## config.mk

```make
export PLATFORM = sky130hd
export DESIGN_NAME = wb_stage_flat
export DESIGN_NICKNAME = d
export VERILOG_FILES = /design/src/rtl/riscv_pkg.sv /design/src/rtl/wb_stage_if.sv /design/src/rtl/wb_stage_load_extend.sv /design/src/rtl/wb_stage.sv /design/src/flat_wrapper.sv
export SDC_FILE = /design/constraint.sdc
export NUM_CORES = 1
export LEC_CHECK = 0
export BUFFER_PORTS_ARGS = -buffer_cell sky130_fd_sc_hd__clkbuf_2
export CELL_PAD_IN_SITES_DETAIL_PLACEMENT = 1
export CELL_PAD_IN_SITES_GLOBAL_PLACEMENT = 1
export CORE_ASPECT_RATIO = 1.5
export CORE_UTILIZATION = 47
export DETAILED_ROUTE_END_ITERATION = 8
export PLACE_DENSITY_LB_ADDON = 0.1
export SLEW_MARGIN = 20
export SYNTH_ARGS = -nofsm -noshare
export SYNTH_HDL_FRONTEND = slang
export SYNTH_HIERARCHICAL = 1
export SYNTH_SLANG_ARGS = --single-unit
export TNS_END_PERCENT = 50
```

## constraint.sdc

```tcl
create_clock -name clk -period 4.2 [get_ports clk]
set_input_delay 1.26 -clock clk [delete_from_list [all_inputs] [get_ports clk]]
set_output_delay 1.26 -clock clk [all_outputs]
set_load 0.05 [all_outputs]
```

## src/rtl/riscv_pkg.sv

```systemverilog
// Shared encodings for the writeback stage: wb_sel mux codes, load funct3
// codes and the held WB register layout.
package riscv_pkg;

  typedef enum logic [1:0] {
    WB_ALU  = 2'b00,
    WB_LOAD = 2'b01,
    WB_PC4  = 2'b10,
    WB_IMM  = 2'b11
  } wb_sel_e;

  localparam logic [2:0] F3_LB  = 3'b000;
  localparam logic [2:0] F3_LH  = 3'b001;
  localparam logic [2:0] F3_LW  = 3'b010;
  localparam logic [2:0] F3_LBU = 3'b100;
  localparam logic [2:0] F3_LHU = 3'b101;

  typedef struct packed {
    logic        valid;
    logic        reg_write;
    logic        ecall;
    logic [4:0]  rd;
    logic [2:0]  funct3;
    wb_sel_e     wb_sel;
    logic [31:0] alu;
    logic [31:0] load_raw;
    logic [31:0] pc4;
    logic [31:0] imm;
  } wb_reg_t;

  function automatic wb_reg_t wb_reset_value(logic [31:0] pc4);
    wb_reg_t r;
    r     = '0;
    r.pc4 = pc4;
    return r;
  endfunction

endpackage

```

## src/rtl/wb_stage_if.sv

```systemverilog
// MEM-to-WB pipeline bundle; the MEM stage is the master, wb_stage the slave.
interface wb_stage_if;
  logic        m_valid;
  logic        m_reg_write;
  logic        m_ecall;
  logic [4:0]  m_rd;
  logic [2:0]  m_funct3;
  logic [1:0]  m_wb_sel;
  logic [31:0] m_alu;
  logic [31:0] m_load_raw;
  logic [31:0] m_pc4;
  logic [31:0] m_imm;

  modport master (
    output m_valid, m_reg_write, m_ecall, m_rd, m_funct3, m_wb_sel,
           m_alu, m_load_raw, m_pc4, m_imm
  );

  modport slave (
    input  m_valid, m_reg_write, m_ecall, m_rd, m_funct3, m_wb_sel,
           m_alu, m_load_raw, m_pc4, m_imm
  );
endinterface

```

## src/rtl/wb_stage_load_extend.sv

```systemverilog
// Combinational load extraction: picks byte/halfword from the aligned word
// by address offset and sign- or zero-extends according to funct3.
module load_extend
  import riscv_pkg::*;
(
  input  logic [31:0] raw,
  input  logic [1:0]  offset,
  input  logic [2:0]  funct3,
  output logic [31:0] result
);

  logic [7:0]  byte_val;
  logic [15:0] half_val;

  always_comb begin
    byte_val = raw[7:0];
    case (offset)
      2'd0: byte_val = raw[7:0];
      2'd1: byte_val = raw[15:8];
      2'd2: byte_val = raw[23:16];
      2'd3: byte_val = raw[31:24];
      default: byte_val = raw[7:0];
    endcase
    half_val = offset[1] ? raw[31:16] : raw[15:0];

    result = raw;
    case (funct3)
      F3_LB:   result = {{24{byte_val[7]}}, byte_val};
      F3_LBU:  result = {24'h0, byte_val};
      F3_LH:   result = {{16{half_val[15]}}, half_val};
      F3_LHU:  result = {16'h0, half_val};
      F3_LW:   result = raw;
      default: result = raw;
    endcase
  end

endmodule

```

## src/rtl/wb_stage.sv

```systemverilog
// Writeback pipeline register with result mux and sticky halt.
// Optional macro WB_INSTRET_EN adds a 64-bit retired-instruction counter.
module wb_stage
  import riscv_pkg::*;
#(
  parameter logic [31:0] RESET_PC4 = 32'h0000_0004
) (
  input  logic        clk,
  input  logic        reset,
  input  logic        stall,
  input  logic        flush,
  wb_stage_if.slave   mem,
  input  logic        halt_in,
  output logic        wb_en,
  output logic [4:0]  rd_index,
  output logic [31:0] wb_data,
  output logic        ecall_sig,
  output logic        wb_valid,
  output logic        halted
`ifdef WB_INSTRET_EN
  ,
  output logic [63:0] instret
`endif
);

  wb_reg_t     held;
  logic [31:0] load_val;

  // Halting freezes the register; the halting edge itself still captures.
  always_ff @(posedge clk or negedge reset) begin
    if (!reset) begin
      held   <= wb_reset_value(RESET_PC4);
      halted <= 1'b0;
    end else if (!halted) begin
      if (ecall_sig && halt_in) halted <= 1'b1;
      if (!stall) begin
        held.valid     <= mem.m_valid & ~flush;
        held.reg_write <= mem.m_reg_write;
        held.ecall     <= mem.m_ecall;
        held.rd        <= mem.m_rd;
        held.funct3    <= mem.m_funct3;
        held.wb_sel    <= wb_sel_e'(mem.m_wb_sel);
        held.alu       <= mem.m_alu;
        held.load_raw  <= mem.m_load_raw;
        held.pc4       <= mem.m_pc4;
        held.imm       <= mem.m_imm;
      end
    end
  end

  load_extend u_load_extend (
    .raw    (held.load_raw),
    .offset (held.alu[1:0]),
    .funct3 (held.funct3),
    .result (load_val)
  );

  always_comb begin
    wb_data = held.alu;
    case (held.wb_sel)
      WB_ALU:  wb_data = held.alu;
      WB_LOAD: wb_data = load_val;
      WB_PC4:  wb_data = held.pc4;
      WB_IMM:  wb_data = held.imm;
      default: wb_data = held.alu;
    endcase
  end

  assign rd_index  = held.rd;
  assign wb_valid  = held.valid & ~halted;
  assign ecall_sig = held.valid & held.ecall & ~halted;
  assign wb_en     = held.valid & held.reg_write & (held.rd != 5'd0) & ~halted;

`ifdef WB_INSTRET_EN
  always_ff @(posedge clk or negedge reset) begin
    if (!reset)        instret <= '0;
    else if (wb_valid) instret <= instret + 64'd1;
  end
`endif

endmodule

```

## src/flat_wrapper.sv

```systemverilog
// flat-port wrapper written by rule: the top's interface ports become plain ports
module wb_stage_flat import riscv_pkg::*;
#(
  parameter logic [31:0] RESET_PC4 = 32'h0000_0004
)
  (clk, reset, stall, flush, halt_in, wb_en, rd_index, wb_data, ecall_sig, wb_valid, halted, mem_m_valid, mem_m_reg_write, mem_m_ecall, mem_m_rd, mem_m_funct3, mem_m_wb_sel, mem_m_alu, mem_m_load_raw, mem_m_pc4, mem_m_imm);
  wb_stage_if mem_i ();
  input  logic clk;
  input  logic reset;
  input  logic stall;
  input  logic flush;
  input  logic halt_in;
  output logic wb_en;
  output logic [4:0] rd_index;
  output logic [31:0] wb_data;
  output logic ecall_sig;
  output logic wb_valid;
  output logic halted;
  input wire logic [$bits(mem_i.m_valid)-1:0] mem_m_valid;
  input wire logic [$bits(mem_i.m_reg_write)-1:0] mem_m_reg_write;
  input wire logic [$bits(mem_i.m_ecall)-1:0] mem_m_ecall;
  input wire logic [$bits(mem_i.m_rd)-1:0] mem_m_rd;
  input wire logic [$bits(mem_i.m_funct3)-1:0] mem_m_funct3;
  input wire logic [$bits(mem_i.m_wb_sel)-1:0] mem_m_wb_sel;
  input wire logic [$bits(mem_i.m_alu)-1:0] mem_m_alu;
  input wire logic [$bits(mem_i.m_load_raw)-1:0] mem_m_load_raw;
  input wire logic [$bits(mem_i.m_pc4)-1:0] mem_m_pc4;
  input wire logic [$bits(mem_i.m_imm)-1:0] mem_m_imm;
  assign mem_i.m_valid = mem_m_valid;
  assign mem_i.m_reg_write = mem_m_reg_write;
  assign mem_i.m_ecall = mem_m_ecall;
  assign mem_i.m_rd = mem_m_rd;
  assign mem_i.m_funct3 = mem_m_funct3;
  assign mem_i.m_wb_sel = mem_m_wb_sel;
  assign mem_i.m_alu = mem_m_alu;
  assign mem_i.m_load_raw = mem_m_load_raw;
  assign mem_i.m_pc4 = mem_m_pc4;
  assign mem_i.m_imm = mem_m_imm;
  wb_stage #(.RESET_PC4(RESET_PC4)) u_core (.clk(clk), .reset(reset), .stall(stall), .flush(flush), .mem(mem_i), .halt_in(halt_in), .wb_en(wb_en), .rd_index(rd_index), .wb_data(wb_data), .ecall_sig(ecall_sig), .wb_valid(wb_valid), .halted(halted));
endmodule
```

==> Word-level counts from Yosys, hierarchy flattened <==
Index checks and enable logic that the tools add are counted.
{ "word_totals": {"reg_bits": 142, "in_bits": 146, "elab_cells": 42} }
{ "op_classes": {"n_eq_ne": 9, "muxes": 6, "n_bitwise": 10, "n_reduce_logical": 6} }
{ "ops": {"columns": ["cell", "count"], "rows": [
  ["$pmux W32 S4", 2],
  ["$pmux W8 S4", 1],
  ["$mux W16", 1],
  ["$eq A2 B2 Y1 const B", 4],
  ["$and A1 B1 Y1", 7],
  ["$eq A3 B3 Y1 const B", 2],
  ["$reduce_bool A5 Y1", 1],
  ["$eq A2 B1 Y1 const B", 2],
  ["$logic_not A2 Y1", 2],
  ["$eq A3 B1 Y1 const B", 1],
  ["$logic_not A3 Y1", 1],
  ["$not A1 Y1", 3],
  ["$mux W1", 2],
  ["$reduce_and A2 Y1", 1],
  ["$logic_and A1 B1 Y1", 1]
]} }

==> Depth between registers and ports, before layout <==
Gate-level depths: netlist (run 1).
{ "logic_depth": {"depth_word": 5, "mapped_depth": 7} }

==> By module <==
The synthesis (run 1) kept the hierarchy.
{ "modules_own_cells": {"columns": ["mod", "n_inst", "cells_per_inst", "area_each_um2", "seq_area_each_um2"], "rows": [
  ["wb_stage", 1, 351, 6557.5, 3554.7],
  ["load_extend", 1, 111, 668.1, 0.0]
]} }

==> Worst setup path after synthesis (run 1) <==
Ideal clock, no wire load.
{ "synth_timing": {"path_kind": "reg2out", "startpoint": "register u_core/held[97] (netlist bit)", "endpoint": "output wb_data[14]", "t_arrival_ns": 2.255, "slack_ns": 0.685, "path_stages_with_launch": 6, "path_cell_list": "dfrtp_1 mux4_2 and3b_1 clkbuf_1 a221o_1 mux4_1"} }
{ "synth_via": {"elab_chain_cells": 4, "elab_cells_between_ends": 8} }
{ "synth_rtl": {"columns": ["element", "line_no", "rtl"], "rows": [
  ["start, declared", "wb_stage.sv:26", "wb_reg_t held;"],
  ["start signal, assigned", "wb_stage.sv:32", "held <= wb_reset_value(RESET_PC4);"],
  ["$eq A2 B2 Y1 (tied with other cells)", "wb_stage_load_extend.sv:17", "case (offset)"],
  ["$pmux W8 S4", "wb_stage_load_extend.sv:17", null],
  ["$pmux W32 S4 *", "wb_stage_load_extend.sv:27", "case (funct3)"],
  ["net u_core.load_val[14]", "wb_stage.sv:27", "logic [31:0] load_val;"],
  ["$pmux W32 S4 *", "wb_stage.sv:60", "case (held.wb_sel)"],
  ["end, declared", "flat_wrapper.sv:15", "output logic [31:0] wb_data;"]
]} }
The timed path passes the listed nets; every way through them passes the cells marked *.

==> Worst setup path after layout (run 1) <==
{ "layout_timing": {"startpoint": "register u_core/held[97] (netlist bit)", "endpoint": "output wb_data[30]"} }
Same word-level chain as after synthesis.

==> run metrics, run 1 <==
Fin. Hold Viols 0; Area after DPL slightly above 8000 sq um; most common cell after layout, fill and taps aside clkbuf_2; relative slew slack 39.9%; net total in the final layout 784; wire length per cell approximately 22 microns; count of final max-slew check failures 0; Die Ht 154 microns; Port Buffer Count 186; TritonCTS Sinks 142; met2 global-route usage between 40 and 50%; total track usage 25.6%; post-synthesis simple-gate area fraction 3.53%; worst hold path class flip-flop to flip-flop; Routed WL 18500 microns; Net Switching 3.89 mW; switch share around 43%; die width 103 microns; clock share of power 16.8%; total CTS buffers 17; M1 GR Usage 29.4%; Worst EP arrival 2.76 ns; area leader, netlist dfrtp_1; CTS HTree Levels 4; syn_nets 608; status finished, final reports clean; register area share after synthesis 49.2%; Hold Path Stages 1; most frequent cells in the layout clkbuf_2 (185), dfrtp_1 (139), mux2_4 (100), mux2_2 (40), nand2_1 (35); adder-cell share of the synthesized area 0%; Filler cells 1481; number of enable flip-flop cells after synthesis 0; worst slew pin tran 0.901 ns; main combinational cell family by area after synthesis multiplexers; setup violators final 0; I/O pin cnt 187; mapped cell area 7230 sq um; YS warnings 6; initial core utilization 47.9%; synthesis-stage register bit count 142; RSZ-0062 raised after global routing false; gr busiest metal met2; Worst Path Required about 2.9 ns; cell area after layout between 8000 and 9000 sq um; Slowest-stage cell, CP or4_4; CP Buf/Inv Count 2; Distinct cells, synth 35; first-pass GRT wire length 29500 microns; Sequential cell area 3560 sq um; core area 15100 sq um; crit path max fanout 23; Multi-input gate area 3360 sq um; DP Wirelength 12900 microns; final setup TNS 0 ns; die area roughly 16000 sq um; Antenna diodes 0; Synth Area in Compound Gates 5.33%; Clock Pin Slew Worst Setup and Hold Paths 0.06 ns; Synth Area per Inst 15.6 sq um; area grow syn2layout 22.2%; crit path capture type output port; grt met3 use under 10%; total setup buffers inserted after CTS 0; Synth Flop Type dfrtp_1; Synth Instances 462; post-synthesis mux area share 37.6%; reg2reg path depth 3; CTS tree done; Antenna Nets Post-Route 0; CP Launch Point u_core/held[97]; Hold Buf Count CTS 0; reg2reg start u_core/halted; initial antenna violation count 0; P_int 5.24 mW; Final Cycle Share between 90% and 100%; Post-Synth XOR/XNOR Area 0%; top-area cell type share of the netlist area 48.8%; routability cong. 0.800; Finished Core Util between 50% and 60%; deepest clock path buffer count 2; Top Family by Delay on Critical Path compound AO/OA/AOI/OAI gates; total iterations of the first detailed-routing run 4; logic gate share of total power 53.1%; Final min period around 4.0 ns; hold_sp u_core/held[123]; vias in the first global route 5326; Pleak 4.25 nW; Via density 5.49; DRC viols 0; Fmax 249 MHz; Setup Crit Path Kind flip-flop to output port; Worst setup SP type flip-flop; clock skew 0.00865 ns; number of gates resized after cts 0; Vias 4668; leading post-synthesis cells by cell area dfrtp_1 (49%), mux2_4 (21%), mux4_2 (9.0%), mux2_2 (6.2%), buf_6 (2.3%); largest net degree at the start of global routing 72; gr ovfl total 0; Hold WS 0.502 ns; clk_lat worst skew approximately 0.42 ns; PD cells 1030 nW/um^2; sequential power share 30.1%; crit-path cells buf_4, mux2i_1, or4_4, o22ai_4, a21o_1, mux4_2, clkbuf_2; share of cells above drive strength 1 slightly above 60%; worst vdd ir 0.000526 V; drt initial violations 137; Core Rows 55; Levels on crit path 7; max-cap viol count 0; delay of the slowest critical-path stage 0.44 ns; Root Driver clkbuf_16; ys async rst share 100%
[sequential cells by signal (all words and copies together) (netlist names)]
register / cells
u_core/rd_index: 5
u_core/halted: 1
u_core/held: 136
[worst register-to-register path: stages (launching register included)]
cell,delay [ns]
dfrtp_1,0.45
nor2_4,0.22
buf_12,0.38
mux2_2,0.51
[stage by stage]
| stage | power (mW) | setup slack, ns | cells |
|---|---|---|---|
| finish | 9.13 | 0.178 | 850 |
| global route | 9.62 | 0.0265 | 850 |
| CTS | 9.22 | 0.155 | 850 |
| detailed placement | 7.59 | 0.629 | 818 |
| global placement | 7.44 | 0.648 | 818 |
| floorplan | 6.55 | 0.685 | 462 |
[final cells by class]
cell class / count / share of cell area [%]
repair buffers: 196 / 11.9
flip-flops and latches: 142 / 40.3
clock inverters: 11 / 1.59
multi-input cells: 278 / 38.1
clock buffers: 21 / 5.22
inverters: 3 / 0.128
well taps: 199 / 2.82
[per-layer routing]
| layer | wire, microns | part of all wire (%) |
|---|---|---|
| met5 | 0 | 0 |
| met4 | 593 | 3.2 |
| met3 | 818 | 4.4 |
| met2 | 10000 | 54 |
| met1 | 7100 | 38 |
[final timing paths]
kind	slack [ns]	endpoint
worst max-delay path	0.18	wb_data[30]
max in group asynchronous	2.31	u_core/held[9]
worst min-delay path	0.50	u_core/held[123]
worst min register to register	0.50	u_core/held[123]
worst max register to register	2.53	u_core/held[118]
min in group asynchronous	0.85	u_core/held[37]
[power by group through the flow]
stage / Combinational (mW) / Clock (mW) / Sequential, mW
after global placement: 4.74 / 0 / 2.70
after CTS: 4.88 / 1.57 / 2.76
after global routing: 5.12 / 1.63 / 2.86
final: 4.85 / 1.54 / 2.75
after floorplan: 4.13 / 0 / 2.42
after detailed placement: 4.84 / 0 / 2.75
[cell families after synthesis]
family | count (synthesis)
flip-flops | 142
AND/OR/NAND/NOR | 54
multiplexers | 174
AO/OA/AOI/OAI | 50
buffers and inverters | 42
[synthesized netlist by cell type, types with 2 or more instances]
cell type  number
nor2b_1         4
dfrtp_1       141
a21o_1         17
nand2b_1        7
a22oi_1         7
mux4_1          4
mux2_2         40
clkbuf_1       10
nor2_1          3
o21ai_1         8
a21oi_1         2
mux4_2         29
nand2_1        35
buf_4           5
buf_6          15
a221o_1         8
buf_2           8
mux2_4        100
inv_1           3
Power figures use the tool's default switching activity.
==> inputs of run 2 (changes only) <==
==> constraint.sdc (replaced) <==
create_clock -name clk -period 4.2 [get_ports clk]
set_input_delay 0.84 -clock clk [delete_from_list [all_inputs] [get_ports clk]]
set_output_delay 0.84 -clock clk [all_outputs]
set_load 0.05 [all_outputs]
==> run 2 against run 1 <==
Against the previous run:
- global-route usage is 1.6 points lower
- largest cell class unchanged
- die area stayed put
- first-iteration DRC count is 18% higher
- routed wire length is 3.7% lower
- largest power group unchanged
- core utilization is 0.71 points lower
- combinational power is 2% lower
- register-to-register slack worse by 0.22 ns
==> run metrics, run 2 (same netlist as run 1, synthesis figures left out) <==
status finished, final reports clean (unchanged); crit-path cells nor2b_1, nor2_1, a22oi_1, o21ai_1, mux4_1, clkbuf_2 (was buf_4, mux2i_1, or4_4, o22ai_4, a21o_1, mux4_2, clkbuf_2); most common cell after layout, fill and taps aside clkbuf_2 (unchanged); Port Buffer Count 186 (unchanged); I/O pin cnt 187 (unchanged); routability cong. 0.843 (was 0.800); worst vdd ir 0.000689 V (was 0.000526 V); total setup buffers inserted after CTS 0 (unchanged); max FFs per register 136 (unchanged); CP Launch Point u_core/held[130] (was u_core/held[97]); gr ovfl total 0 (unchanged); Design Power 8.86 mW (was 9.13 mW); reg2reg start u_core/halted (unchanged); Clock Pin Slew Worst Setup and Hold Paths 0.06 ns (about the same); CTS tree done (unchanged); total iterations of the first detailed-routing run 4 (unchanged); hold_sp u_core/held[6] (was u_core/held[123]); Final min period 3.77 ns (was 4.02 ns); setup violators final 0 (unchanged); Setup Crit Path Kind flip-flop to output port (unchanged); number of gates resized after cts 0 (unchanged); Filler cells 1514 (was 1481); Fmax 265 MHz (was 249 MHz); DP Wirelength 12600 microns (was 12900 microns); TritonCTS Sinks 142 (unchanged); die area 15900 sq um (unchanged); vias in the first global route 5066 (was 5326); Core Rows 55 (unchanged); clk_lat worst skew 0.42 ns (about the same); Final Cycle Share 89.7% (was 95.8%); die width 103 microns (unchanged); PD cells 1020 nW/um^2 (was 1030 nW/um^2); core area 15100 sq um (unchanged); Worst setup SP type flip-flop (unchanged); Routed WL 17900 microns (was 18500 microns); net total in the final layout 782 (was 784); Root Driver clkbuf_16 (unchanged); Area after DPL 8190 sq um (was 8230 sq um); RSZ-0062 raised after global routing false (unchanged); final setup TNS 0 ns (unchanged); crit path capture type output port (unchanged); area grow syn2layout 20.7% (was 22.2%); initial antenna violation count 1 (was 0); CTS HTree Levels 4 (unchanged); worst slew pin tran 0.919 ns (was 0.901 ns); clock skew 0.0102 ns (was 0.00865 ns); Via density 5.37 (was 5.49); total track usage 23.9% (was 25.6%); crit path max fanout 16 (was 23); worst hold path class flip-flop to flip-flop (unchanged); relative slew slack 38.7% (was 39.9%); count of final max-slew check failures 0 (unchanged); delay of the slowest critical-path stage 0.57 ns (was 0.44 ns); Worst EP arrival 2.93 ns (was 2.76 ns); Slowest-stage cell, CP dfrtp_1 (was or4_4); initial core utilization 47.9% (unchanged); Hold Buf Count CTS 0 (unchanged); cell area after layout 8720 sq um (was 8830 sq um); wire length per cell 21.0 microns (was 21.8 microns); deepest clock path buffer count 2 (unchanged); Fin. Hold Viols 0 (unchanged); total CTS buffers 17 (unchanged); most frequent cells in the layout clkbuf_2 (185), dfrtp_1 (139), mux2_4 (100), mux2_2 (40), nand2_1 (35) (unchanged); Pleak 4.19 nW (was 4.25 nW); max-cap viol count 0 (unchanged); Top Family by Delay on Critical Path simple AND/OR/NAND/NOR gates (was compound AO/OA/AOI/OAI gates); Top reg by flops u_core/held (unchanged); drt initial violations 161 (was 137); Antenna Nets Post-Route 0 (unchanged); CP Buf/Inv Count 1 (was 2); first-pass GRT wire length 27900 microns (was 29500 microns); Vias 4559 (was 4668); Hold WS 0.502 ns (about the same); Worst Path Required 3.36 ns (was 2.94 ns); share of cells above drive strength 1 61.6% (was 61.8%); largest net degree at the start of global routing 113 (was 72); Die Ht 154 microns (unchanged); DRC viols 0 (unchanged)
-- run 2: metrics by stage --
step	instances	worst slack, ns	utilization (%)
floorplan	462	1.10	-
detailed placement	816	0.866	54.3
global route	849	0.264	57.9
CTS	848	0.416	57.8
finish	849	0.431	57.9
global placement	816	0.951	54.3
-- run 2: layer usage --
metal	vias to the layer above	track usage (%)	routed length, microns
met5	-	0	0
met4	0	8.85	344
met3	18	5.95	804
met2	121	40.9	9620
met1	2363	28.8	7100
li1	2057	-	-
-- run 2: power breakdown --
group	switching [mW]	internal, mW	total [mW]
combinational	2.56	2.18	4.73
sequential	0.694	2.08	2.78
clock	0.572	0.780	1.35
-- run 2: worst paths after layout --
path                              endpoint  cells after the start  slack, ns
setup reg to reg            u_core/held[3]                      3       2.31
max in group asynchronous  u_core/held[11]                      2       2.70
hold reg to reg             u_core/held[6]                      1       0.50
min in group asynchronous  u_core/held[37]                      1       0.52
hold / removal              u_core/held[6]                      1       0.50
setup / recovery                wb_data[6]                      6       0.43
-- run 2: final cells by class --
type | count | area [sq um] | share of cell area, %
flip-flops and latches | 142 | 3560 | 40.8
multi-input cells | 278 | 3360 | 38.5
repair buffers | 194 | 1010 | 11.6
clock buffers | 21 | 460 | 5.28
well taps | 199 | 249 | 2.86
clock inverters | 11 | 70.1 | 0.803
inverters | 3 | 11.3 | 0.129
diodes | 1 | 2.50 | 0.0287
==> inputs of run 3 (changes only) <==
--- a/config.mk
+++ b/config.mk
@@ -9,6 +9,7 @@
 export CELL_PAD_IN_SITES_DETAIL_PLACEMENT = 1
 export CELL_PAD_IN_SITES_GLOBAL_PLACEMENT = 1
 export CORE_ASPECT_RATIO = 1.5
+export CORE_MARGIN = 2
 export CORE_UTILIZATION = 47
 export DETAILED_ROUTE_END_ITERATION = 8
 export PLACE_DENSITY_LB_ADDON = 0.1
==> constraint.sdc (replaced) <==
create_clock -name clk -period 4.2 [get_ports clk]
set_input_delay 0.84 -clock clk [delete_from_list [all_inputs] [get_ports clk]]
set_output_delay 0.84 -clock clk [all_outputs]
set_load 0.02 [all_outputs]
==> run 3 against run 2 <==
Against the previous run:
- setup slack better by 0.17 ns
- clock-buffer cell count is 1 higher
- fmax is 4.7% higher
- core utilization is 0.67 points higher
- worst hold slack better by 0.0015 ns
- global-route usage is 0.57 points lower
- cell area is 1.2% higher
- die area is 3.3% higher
- non-clock buffer count stayed put
- total power is 6.8% lower
- first-iteration DRC count is 13% higher
- critical endpoint unchanged
==> run metrics, run 3 (same netlist as run 1, synthesis figures left out) <==
delay of the slowest critical-path stage 0.55 ns (was 0.57 ns); clock skew 0.00880 ns (was 0.0102 ns); PD cells 936 nW/um^2 (was 1020 nW/um^2); initial core utilization 47.9% (unchanged); worst vdd ir 0.000503 V (was 0.000689 V); count of final max-slew check failures 0 (unchanged); Antenna diodes 0 (was 1); Post-Place Worst Slack 1.05 ns (was 0.866 ns); CP Buf/Inv Count 1 (unchanged); placed insts 816 (unchanged); CTS tree done (unchanged); CP Launch Point u_core/held[130] (unchanged); RSZ-0062 raised after global routing false (unchanged); largest net degree at the start of global routing 111 (was 113); CTS HTree Levels 4 (unchanged); Worst Path Required 3.36 ns (about the same); number of gates resized after cts 0 (unchanged); DRC viols 0 (unchanged); crit path max fanout 16 (unchanged); worst slew pin tran 0.926 ns (was 0.919 ns); Worst EP arrival 2.76 ns (was 2.93 ns); reg2reg end u_core/held[8] (was u_core/held[3]); Final min period 3.60 ns (was 3.77 ns); Register-to-Register Setup Slack 2.33 ns (was 2.31 ns); Filler cells 1523 (was 1514); first-pass GRT wire length 29000 microns (was 27900 microns); Routed WL 18200 microns (was 17900 microns); total track usage 23.4% (was 23.9%); I/O pin cnt 187 (unchanged); status finished, final reports clean (unchanged); Non-Filler Instances 848 (was 849); Top Family by Delay on Critical Path simple AND/OR/NAND/NOR gates (unchanged); total CTS buffers 17 (unchanged); most common cell after layout, fill and taps aside clkbuf_2 (unchanged); core area 15100 sq um (unchanged); final setup TNS 0 ns (unchanged); Setup Crit Path Kind flip-flop to output port (unchanged); most frequent cells in the layout clkbuf_2 (185), dfrtp_1 (139), mux2_4 (100), mux2_2 (40), nand2_1 (35) (unchanged); max-cap viol count 0 (unchanged); DP Wirelength 12700 microns (was 12600 microns); wire length per cell 21.4 microns (was 21.0 microns); crit-path cells nor2b_1, nor2_1, a22oi_1, o21ai_1, mux4_1, clkbuf_2 (unchanged); share of cells above drive strength 1 61.6% (unchanged); Port Buffer Count 186 (unchanged); total iterations of the first detailed-routing run 5 (was 4); Core Rows 55 (unchanged); clk_lat worst skew 0.42 ns (about the same); relative slew slack 38.2% (was 38.7%); die width 105 microns (was 103 microns); hold_sp u_core/held[11] (was u_core/held[6]); worst hold path class flip-flop to flip-flop (unchanged); Antenna Nets Post-Route 0 (unchanged); setup violators final 0 (unchanged); Slowest-stage cell, CP dfrtp_1 (unchanged); die area 16400 sq um (was 15900 sq um); drt initial violations 182 (was 161); Via density 5.44 (was 5.37); Worst setup SP type flip-flop (unchanged); vias in the first global route 5294 (was 5066); net total in the final layout 782 (unchanged); area grow syn2layout 22.1% (was 20.7%); Fin. Hold Viols 0 (unchanged); Pleak 4.24 nW (was 4.19 nW); reg2reg start u_core/halted (unchanged); reg2reg path depth 3 (unchanged); Final Cycle Share 85.7% (was 89.7%); deepest clock path buffer count 2 (unchanged); Fmax 278 MHz (was 265 MHz); Worst Setup EP wb_data[6] (unchanged); Final Worst Setup Slack 0.600 ns (was 0.431 ns); Die Ht 156 microns (was 154 microns); Vias 4610 (was 4559); Levels on crit path 6 (unchanged); total setup buffers inserted after CTS 0 (unchanged); initial antenna violation count 0 (was 1); crit path capture type output port (unchanged); Top reg by flops u_core/held (unchanged); Clock Pin Slew Worst Setup and Hold Paths 0.06 ns (about the same); max FFs per register 136 (unchanged); gr ovfl total 0 (unchanged); Hold Buf Count CTS 0 (unchanged); Root Driver clkbuf_16 (unchanged); routability cong. 0.781 (was 0.843); TritonCTS Sinks 142 (unchanged)
==> run 3: cell types whose count changed in the layout (fill, tap and decap cells not counted) <==
cell / previous run / this run
diode_2: 1 / 0
bufinv_16: 0 / 4
clkbuf_8: 2 / 3
clkinv_2: 6 / 3
clkinvlp_4: 3 / 1
==> run 3: worst min path at each step <==
stage	endpoint	depth (start not counted)
after global placement	u_core/held[8]	1
after global routing	u_core/held[45]	1
after detailed placement	u_core/held[15]	1
final	u_core/held[11]	1
after CTS	u_core/held[11]	1
after floorplan	u_core/held[5]	1
==> run 3: metrics by stage <==
step / hold WS [ns] / utilization (%) / instance area, sq um / power [mW]
2_1_floorplan: 0.472 / - / 7230 / 5.65
5_1_grt: 0.526 / 58.5 / 8820 / 8.74
4_1_cts: 0.508 / 58.5 / 8820 / 8.36
6_report: 0.504 / 58.5 / 8820 / 8.26
3_3_place_gp: 0.484 / 54.3 / 8190 / 6.53
3_5_place_dp: 0.492 / 54.3 / 8190 / 6.67
==> run 3: area by class of cell <==
cell class	count	area (sq um)	share of cell area [%]
clock buffer	22	474	5.38
tap	199	249	2.82
inverter	3	11.3	0.128
timing repair buffer	194	1010	11.4
sequential	142	3560	40.3
multi-input combinational	278	3360	38.1
clock inverter	10	160	1.82
==> run 3: power breakdown <==
group / leakage [nW] / switching (mW) / internal (mW) / total, mW
clock: 0.310 / 0.566 / 1.04 / 1.61
sequential: 1.65 / 0.688 / 2.08 / 2.77
combinational: 2.28 / 1.71 / 2.18 / 3.88
==> run 3: worst register-to-register path, stage by stage (launching register included) <==
cell and delay [ns]:
dfrtp_1 0.45, nor2_4 0.17, buf_12 0.53, mux2_2 0.61
==> run 3: routing by layer <==
layer  track usage [%]  vias up  routed length [microns]
met5                 0        -                        0
met4              9.40        0                      487
met3              6.39       26                      925
met2              41.3      134                     9770
met1              26.6     2401                     6990
li1                  -     2049                        -
